## config.mk

```make
export PLATFORM = sky130hd
export DESIGN_NAME = shift_button_ctrl
export DESIGN_NICKNAME = d
export VERILOG_FILES = /design/src/rtl/shift_button_ctrl.sv
export SDC_FILE = /design/constraint.sdc
export NUM_CORES = 1
export LEC_CHECK = 0
export CORE_MARGIN = 1.5
export CORE_UTILIZATION = 50
export CTS_CLUSTER_DIAMETER = 30
export DETAILED_ROUTE_END_ITERATION = 6
export GPL_TIMING_DRIVEN = 0
export PLACE_DENSITY = 0.73
export SLEW_MARGIN = 20
export SYNTH_ARGS = -nofsm -noshare
export SYNTH_HDL_FRONTEND = slang
export SYNTH_SLANG_ARGS = --single-unit
```

## constraint.sdc

```tcl
create_clock -name clk -period 1.7 [get_ports clk]
set_clock_uncertainty 0.1 [all_clocks]
set_input_delay 0.34 -clock clk [delete_from_list [all_inputs] [get_ports clk]]
set_output_delay 0.34 -clock clk [all_outputs]
set_load 0.01 [all_outputs]
```

## src/rtl/shift_button_ctrl.sv

```systemverilog
// Up/down push-button front end for the digit-window shifter: sync, debounce, conflict lockout, 1-clk shift requests.
// Hold-to-repeat is built only when SHIFT_BTN_AUTOREPEAT_EN is defined; otherwise one request per press.
module shift_button_ctrl #(
   parameter int DEBOUNCE_CYCLES    = 16,
   parameter int REPEAT_DELAY_TICKS = 50,
   parameter int REPEAT_RATE_TICKS  = 10
) (
   input  logic clk,
   input  logic rst,
   input  logic tick,
   input  logic lock,
   input  logic btn_up,
   input  logic btn_down,
   output logic shift_up,
   output logic shift_down,
   output logic busy
);
   localparam int DB_W = $clog2(DEBOUNCE_CYCLES + 1);
   localparam logic [DB_W-1:0] DB_LAST = DB_W'(DEBOUNCE_CYCLES - 1);

   typedef enum logic [1:0] {IDLE, DELAY, REPEAT, BLOCKED} state_t;

   state_t          state, state_nxt;
   logic            dir_up, dir_up_nxt;
   logic            fire_up, fire_dn, rep_fire;
   logic            held_lvl, other_lvl;
   // Bit 0 carries the up button, bit 1 the down button.
   logic [1:0]      raw, sync1, sync2, lvl, lvl_q, rise;
   logic [DB_W-1:0] db_cnt [2];

   assign raw = {btn_down, btn_up};

   always_ff @(posedge clk) begin
      if (rst) begin
         sync1 <= '0;
         sync2 <= '0;
         lvl   <= '0;
         lvl_q <= '0;
         for (int i = 0; i < 2; i++) db_cnt[i] <= '0;
      end else begin
         sync1 <= raw;
         sync2 <= sync1;
         lvl_q <= lvl;
         // The counter only runs while the synchronised input disagrees with the accepted level.
         for (int i = 0; i < 2; i++) begin
            if (sync2[i] == lvl[i]) begin
               db_cnt[i] <= '0;
            end else if (db_cnt[i] == DB_LAST) begin
               lvl[i]    <= sync2[i];
               db_cnt[i] <= '0;
            end else begin
               db_cnt[i] <= db_cnt[i] + 1'b1;
            end
         end
      end
   end

   assign rise      = lvl & ~lvl_q;
   assign held_lvl  = dir_up ? lvl[0] : lvl[1];
   assign other_lvl = dir_up ? lvl[1] : lvl[0];

`ifdef SHIFT_BTN_AUTOREPEAT_EN
   localparam int TICK_MAX = (REPEAT_DELAY_TICKS > REPEAT_RATE_TICKS) ? REPEAT_DELAY_TICKS
                                                                      : REPEAT_RATE_TICKS;
   localparam int TICK_W = $clog2(TICK_MAX + 1);
   localparam logic [TICK_W-1:0] TICK_SAT = TICK_W'(TICK_MAX);

   logic [TICK_W-1:0] tick_cnt, tick_inc, tick_limit;
   logic              fire_q;

   assign tick_inc   = (tick_cnt == TICK_SAT) ? tick_cnt : tick_cnt + 1'b1;
   assign tick_limit = (state == DELAY) ? TICK_W'(REPEAT_DELAY_TICKS) : TICK_W'(REPEAT_RATE_TICKS);
   // A tick landing right after a request is skipped so requests never abut.
   assign rep_fire   = tick && !fire_q && (tick_inc == tick_limit);

   always_ff @(posedge clk) begin
      if (rst) begin
         tick_cnt <= '0;
         fire_q   <= 1'b0;
      end else begin
         fire_q <= fire_up | fire_dn;
         if (state == IDLE || rep_fire)
            tick_cnt <= '0;
         else if ((state == DELAY || state == REPEAT) && tick && !fire_q)
            tick_cnt <= tick_inc;
      end
   end
`else
   logic unused_repeat;
   assign unused_repeat = tick ^ (REPEAT_DELAY_TICKS != 0) ^ (REPEAT_RATE_TICKS != 0);
   assign rep_fire      = 1'b0;
`endif

   always_comb begin
      // NOTE: every variable gets a default before the case so no path can infer a latch.
      state_nxt  = state;
      dir_up_nxt = dir_up;
      fire_up    = 1'b0;
      fire_dn    = 1'b0;
      case (state)
         IDLE: begin
            if (&lvl) begin
               state_nxt = BLOCKED;
            end else if (rise[0]) begin
               fire_up    = 1'b1;
               dir_up_nxt = 1'b1;
               state_nxt  = DELAY;
            end else if (rise[1]) begin
               fire_dn    = 1'b1;
               dir_up_nxt = 1'b0;
               state_nxt  = DELAY;
            end
         end
         DELAY, REPEAT: begin
            if (other_lvl) begin
               state_nxt = BLOCKED;
            end else if (!held_lvl) begin
               state_nxt = IDLE;
            end else if (rep_fire) begin
               fire_up   = dir_up;
               fire_dn   = !dir_up;
               state_nxt = REPEAT;
            end
         end
         BLOCKED: if (lvl == 2'b00) state_nxt = IDLE;
         default: state_nxt = IDLE;
      endcase
   end

   // NOTE: state and outputs use non-blocking assignments so every flop samples pre-edge values.
   always_ff @(posedge clk) begin
      if (rst) begin
         state      <= IDLE;
         dir_up     <= 1'b0;
         shift_up   <= 1'b0;
         shift_down <= 1'b0;
      end else begin
         state      <= state_nxt;
         dir_up     <= dir_up_nxt;
         shift_up   <= fire_up & ~lock;
         shift_down <= fire_dn & ~lock;
      end
   end

   assign busy = (state != IDLE) && (|lvl);

endmodule

```

### Word level (Yosys, flattened, before mapping)

Memory sizes are Yosys's and may differ from the RTL's.
Index checks and enable logic that the tools add are counted.

* word-level logic and storage cells: 96
* memory bits (writable): 10
* memories kept: 1
* output and inout bits: 3
* register bits after elaboration: 13
* input bits: 6

* reductions and logical operators: 12
* mux-type cells: 48
* equal/unequal tests: 10
* add/sub/neg operators: 2
* bitwise gates (word level): 14

Memory list
* db_cnt: words 2, bits a word 5, rd ports 2, clocked after memory_dff 0, write ports 2, RTL line 29 `logic [DB_W-1:0] db_cnt [2];`

Operators with widths (number)
* 1-bit 2-to-1 mux: 35
* 5-bit 2-to-1 mux: 6
* 2-bit 2-to-1 mux: 6
* 5-bit by 1-bit adder with 5-bit output (second input constant): 2
* 5-bit by 4-bit == test with 1-bit output (second input constant): 2
* 1-bit bitwise OR: 6
* 2-bit case mux with 3 select lines: 1
* 2-bit AND reduction: 3
* 3-bit AND reduction: 2
* 2-bit == test (second input constant): 2
* 2-bit logical NOT: 2
* 4-bit inequality test (second input constant): 1
* 1-bit inverter: 4
* 2-bit nonzero test: 2
* 2-bit OR reduction: 2
* 3-bit inequality test (second input constant): 1
* 1-bit bitwise AND: 2
* 2-bit bitwise AND: 1
* 1-bit == test: 2
* 2-bit by 1-bit == test with 1-bit output (second input constant): 1
* 2-bit inequality test (second input constant): 1
* 2-bit inverter: 1
* 1-bit logical AND: 1

### Longest topological paths before layout

An unclocked memory read counts as a cell.

* word-level depth: 8
* mapped depth: 6
* gate-level depth less buffers: 6

### Worst setup path after synthesis

Ideal clock, no wire load.

* kind: reg-to-reg
* from: memory db_cnt[1][0] (netlist name)
* to: memory db_cnt[1][2] (netlist name) (data pin)
* cell stages (with the launch flop): 6
* slack: -0.009 ns
* arrival: 1.474 ns
* required time: 1.465 ns
* buffers on the path: 0
* cells stage by stage: edfxtp_1 -> ha_1 -> and3_1 -> ha_1 -> or3_4 -> nor2_2

RTL lines (RTL line)
* start: declaration: 29

==> results.yml <==
setup_path:
  worstPathRequired_ns: 1.78
  r2r_slack_ns: 0.003
  end_kind: "flip-flop"
  crit_arrival_ns: 1.77
  crit_fanout: 5
  worst-setup-path-type: "flip-flop to flip-flop"
  worst_setup_path_start_kind: "flip-flop"
global_route:
  grt.overflow.total: 0
  grt_max_degree: 14
  grt_pass1_vias: 804
  grt_first_pass_wirelength_um: 3290
  grt_usage_pct: 16.8
  antenna_found_initial: 0
clock_tree:
  clk_pin_slew_ns: 0.13
  insertion_delay_ns: 0.31
  clockBufferDepth: 2
  cts.sinks: 23
  cts_made_buffers: 3
  cts_max_level: 1
  cts_tree: "done"
  ctsHoldBuffers: 0
  clock-root-buffer: "clkbuf_4"
floorplan:
  initial_utilization_pct: 55.0
  core_area_um2: 2040
  pin_count: 9
  die_h_um: 50.4
  dieArea_um2: 2540
  die_w_um: 50.4
  rows: 16
route:
  drc_errors: 0
  dr.max_layer_used: "met4"
  drt-vias-per-instance: 4.98
  via_count: 782
  dr_wl_met2_um: 970
  dr_wl_met3_um: 41
  wirelength_met1_um: 927
  dr.first_iter.drc_count: 6
  post_drt_wl_per_cell_um: 12.4
  totalWireLength_um: 1950
  postRouteAntennaNets: 0
  first_pass_iters: 3
pwr:
  power_frac_clock_pct: 18.7
  p_int_mw: 0.939
  power_frac_comb_pct: 33.5
  p_sw_mw: 0.414
  switching_share_pct: 30.6
  ir_drop_v: 0.000972
  p_leak_nw: 0.547
  p_per_area_nw_per_um2: 947
  pwr-share-seq_pct: 47.9
synthesis:
  yosysSeqAreaShare_pct: 49.9
  synth_cell_types: 34
  ys_seq_elements: 23
  yosys_warnings: 0
  synthCells: 103
  syn_area_um2: 1120
  synth.avg_cell_area_um2: 10.9
final_layout:
  final_nets: 144
  antenna_cells: 0
  fin_cells: 157
  regArea_um2: 564
  drive_gt1_share_pct: 32.3
  multi_input_area_um2: 637
  area_growth_pct: 27.2
  fillerInstances: 155
  utilization_pct: 70.0
run_status:
  status: "completed"
sta:
  hold_viol: 0
  period_share_pct: 99.8
  finalSetupTns_ns: 0
  fin_ws_ns: 0.00268
  setup_viol: 0
  slew_violations: 0
  rsz0062_at_grt: "yes"
  clock.fmax_mhz: 589
  min_period_ns: 1.70
placement:
  preCtsSetupSlack_ns: -0.0943
  hpwlAfterDp_um: 1260
  place_congestion: 0.814
  post-place-cells: 146
  io_buffers: 7
worst_hold_path:
  hp-class: "flip-flop to flip-flop"
run:
  cap_violations: 0
-- power groups by stage --
stage          registers, mW  logic, mW  clock network (mW)
3_5_place_dp           0.652      0.341                   0
5_1_grt                0.652      0.505               0.278
2_1_floorplan          0.646      0.280                   0
3_3_place_gp           0.650      0.328                   0
4_1_cts                0.643      0.377               0.257
6_report               0.648      0.453               0.252
-- cells in the mapped netlist --
cell type,number,area [um^2]
nor3b_2,1,12.5
o21ai_1,2,10.0
buf_4,1,7.51
xnor2_1,4,35.0
and4b_1,1,10.0
a31oi_1,1,6.26
ha_1,7,87.6
a311oi_2,1,15.0
and3b_1,1,8.76
xor2_1,2,17.5
dfxtp_1,13,260
nor3_1,1,5.00
mux2i_1,4,40.0
nand3_1,3,15.0
nor2b_1,7,43.8
nor4bb_1,1,10.0
nand4b_1,1,8.76
o21a_1,1,7.51
and3_1,2,12.5
o311ai_1,1,8.76
edfxtp_1,10,300
o21ai_0,1,5.00
nor2_2,5,31.3
clkbuf_1,1,3.75
conb_1,1,3.75
a21oi_1,3,15.0
nand2_1,1,3.75
buf_6,1,11.3
a2bb2oi_1,1,8.76
nand3b_1,2,15.0
o311a_1,1,10.0
inv_1,7,26.3
nor2_1,12,45.0
or3_4,2,22.5
-- layout by cell type, fill, tap and decap left out, types with 3 or more instances in the layout --
cell type / count
edfxtp_1: 10
conb_1: 10
dfxtp_1: 10
nor2_2: 9
buf_4: 8
nor2_1: 7
nor2b_1: 7
clkdlybuf4s50_1: 6
inv_1: 5
mux2i_1: 4
xnor2_1: 4
ha_4: 4
a21oi_1: 3
nand3_1: 3
clkbuf_4: 3
dfxtp_2: 3
-- per-layer routing --
layer	vias up	global-route usage (%)
li1	401	-
met3	2	1.79
met5	-	0
met4	0	5.86
met1	373	21.0
met2	6	29.8
-- logic make-up (layout without fill, tap and decap cells) --
| logic type | Yosys count | after routing | share of synthesized area [%] |
|---|---|---|---|
| and+or+nand+nor | 40 | 40 | 21.7 |
| DFF | 23 | 23 | 49.9 |
| AOI/OAI and AO/OA | 12 | 12 | 7.68 |
| buffers and inverters | 10 | 28 | 4.34 |
| adders and majority gates | 7 | 7 | 7.79 |
| xor gates and xnor gates | 6 | 6 | 4.68 |
| muxes | 4 | 4 | 3.56 |
| other | 1 | 10 | 0.334 |
-- state kept, by name (all words and copies together), names as in the netlist --
| signal | count |
|---|---|
| db_cnt | 10 |
| dir_up | 1 |
| sync2 | 2 |
| lvl_q | 2 |
| shift_up | 1 |
| shift_down | 1 |
| lvl | 2 |
| sync1 | 2 |
| state | 2 |
-- critical path, cell delays in order, from the launching register on --
cell and delay [ns]:
edfxtp_1 0.43, ha_2 0.22, and3_4 0.15, ha_4 0.16, or3_4 0.42, nor2_2 0.10
-- worst paths after layout --
path,from,to,cells after the start
worst max register to register,db_cnt[1][0],db_cnt[1][2],5
worst min register to register,sync1[0],sync2[0],1
worst max-delay path,db_cnt[1][0],db_cnt[1][2],5
worst min-delay path,sync1[0],sync2[0],1
-- what timing repair did --
item	in CTS	in global routing
gates resized for setup	10	16
setup buffers	4	3
endpoints found under the setup margin	11	12
pin swaps	6	5
-- layout make-up --
class | count | share of cell area, %
Clock inverter | 1 | 0.350
Multi-Input combinational cell | 79 | 44.6
Inverter | 7 | 1.84
Sequential cell | 23 | 39.5
Timing Repair Buffer | 14 | 8.23
Buffer | 3 | 1.58
Tap cell | 27 | 2.36
Clock buffer | 3 | 1.58
-- per-stage QoR --
step / total power, mW / area, um^2 / hold WS (ns)
2_1_floorplan: 0.925 / 1160 / 0.312
3_3_place_gp: 0.978 / 1260 / 0.318
3_5_place_dp: 0.993 / 1260 / 0.325
4_1_cts: 1.28 / 1350 / 0.355
5_1_grt: 1.44 / 1430 / 0.358
6_report: 1.35 / 1430 / 0.356
Power figures use the tool's default switching activity.
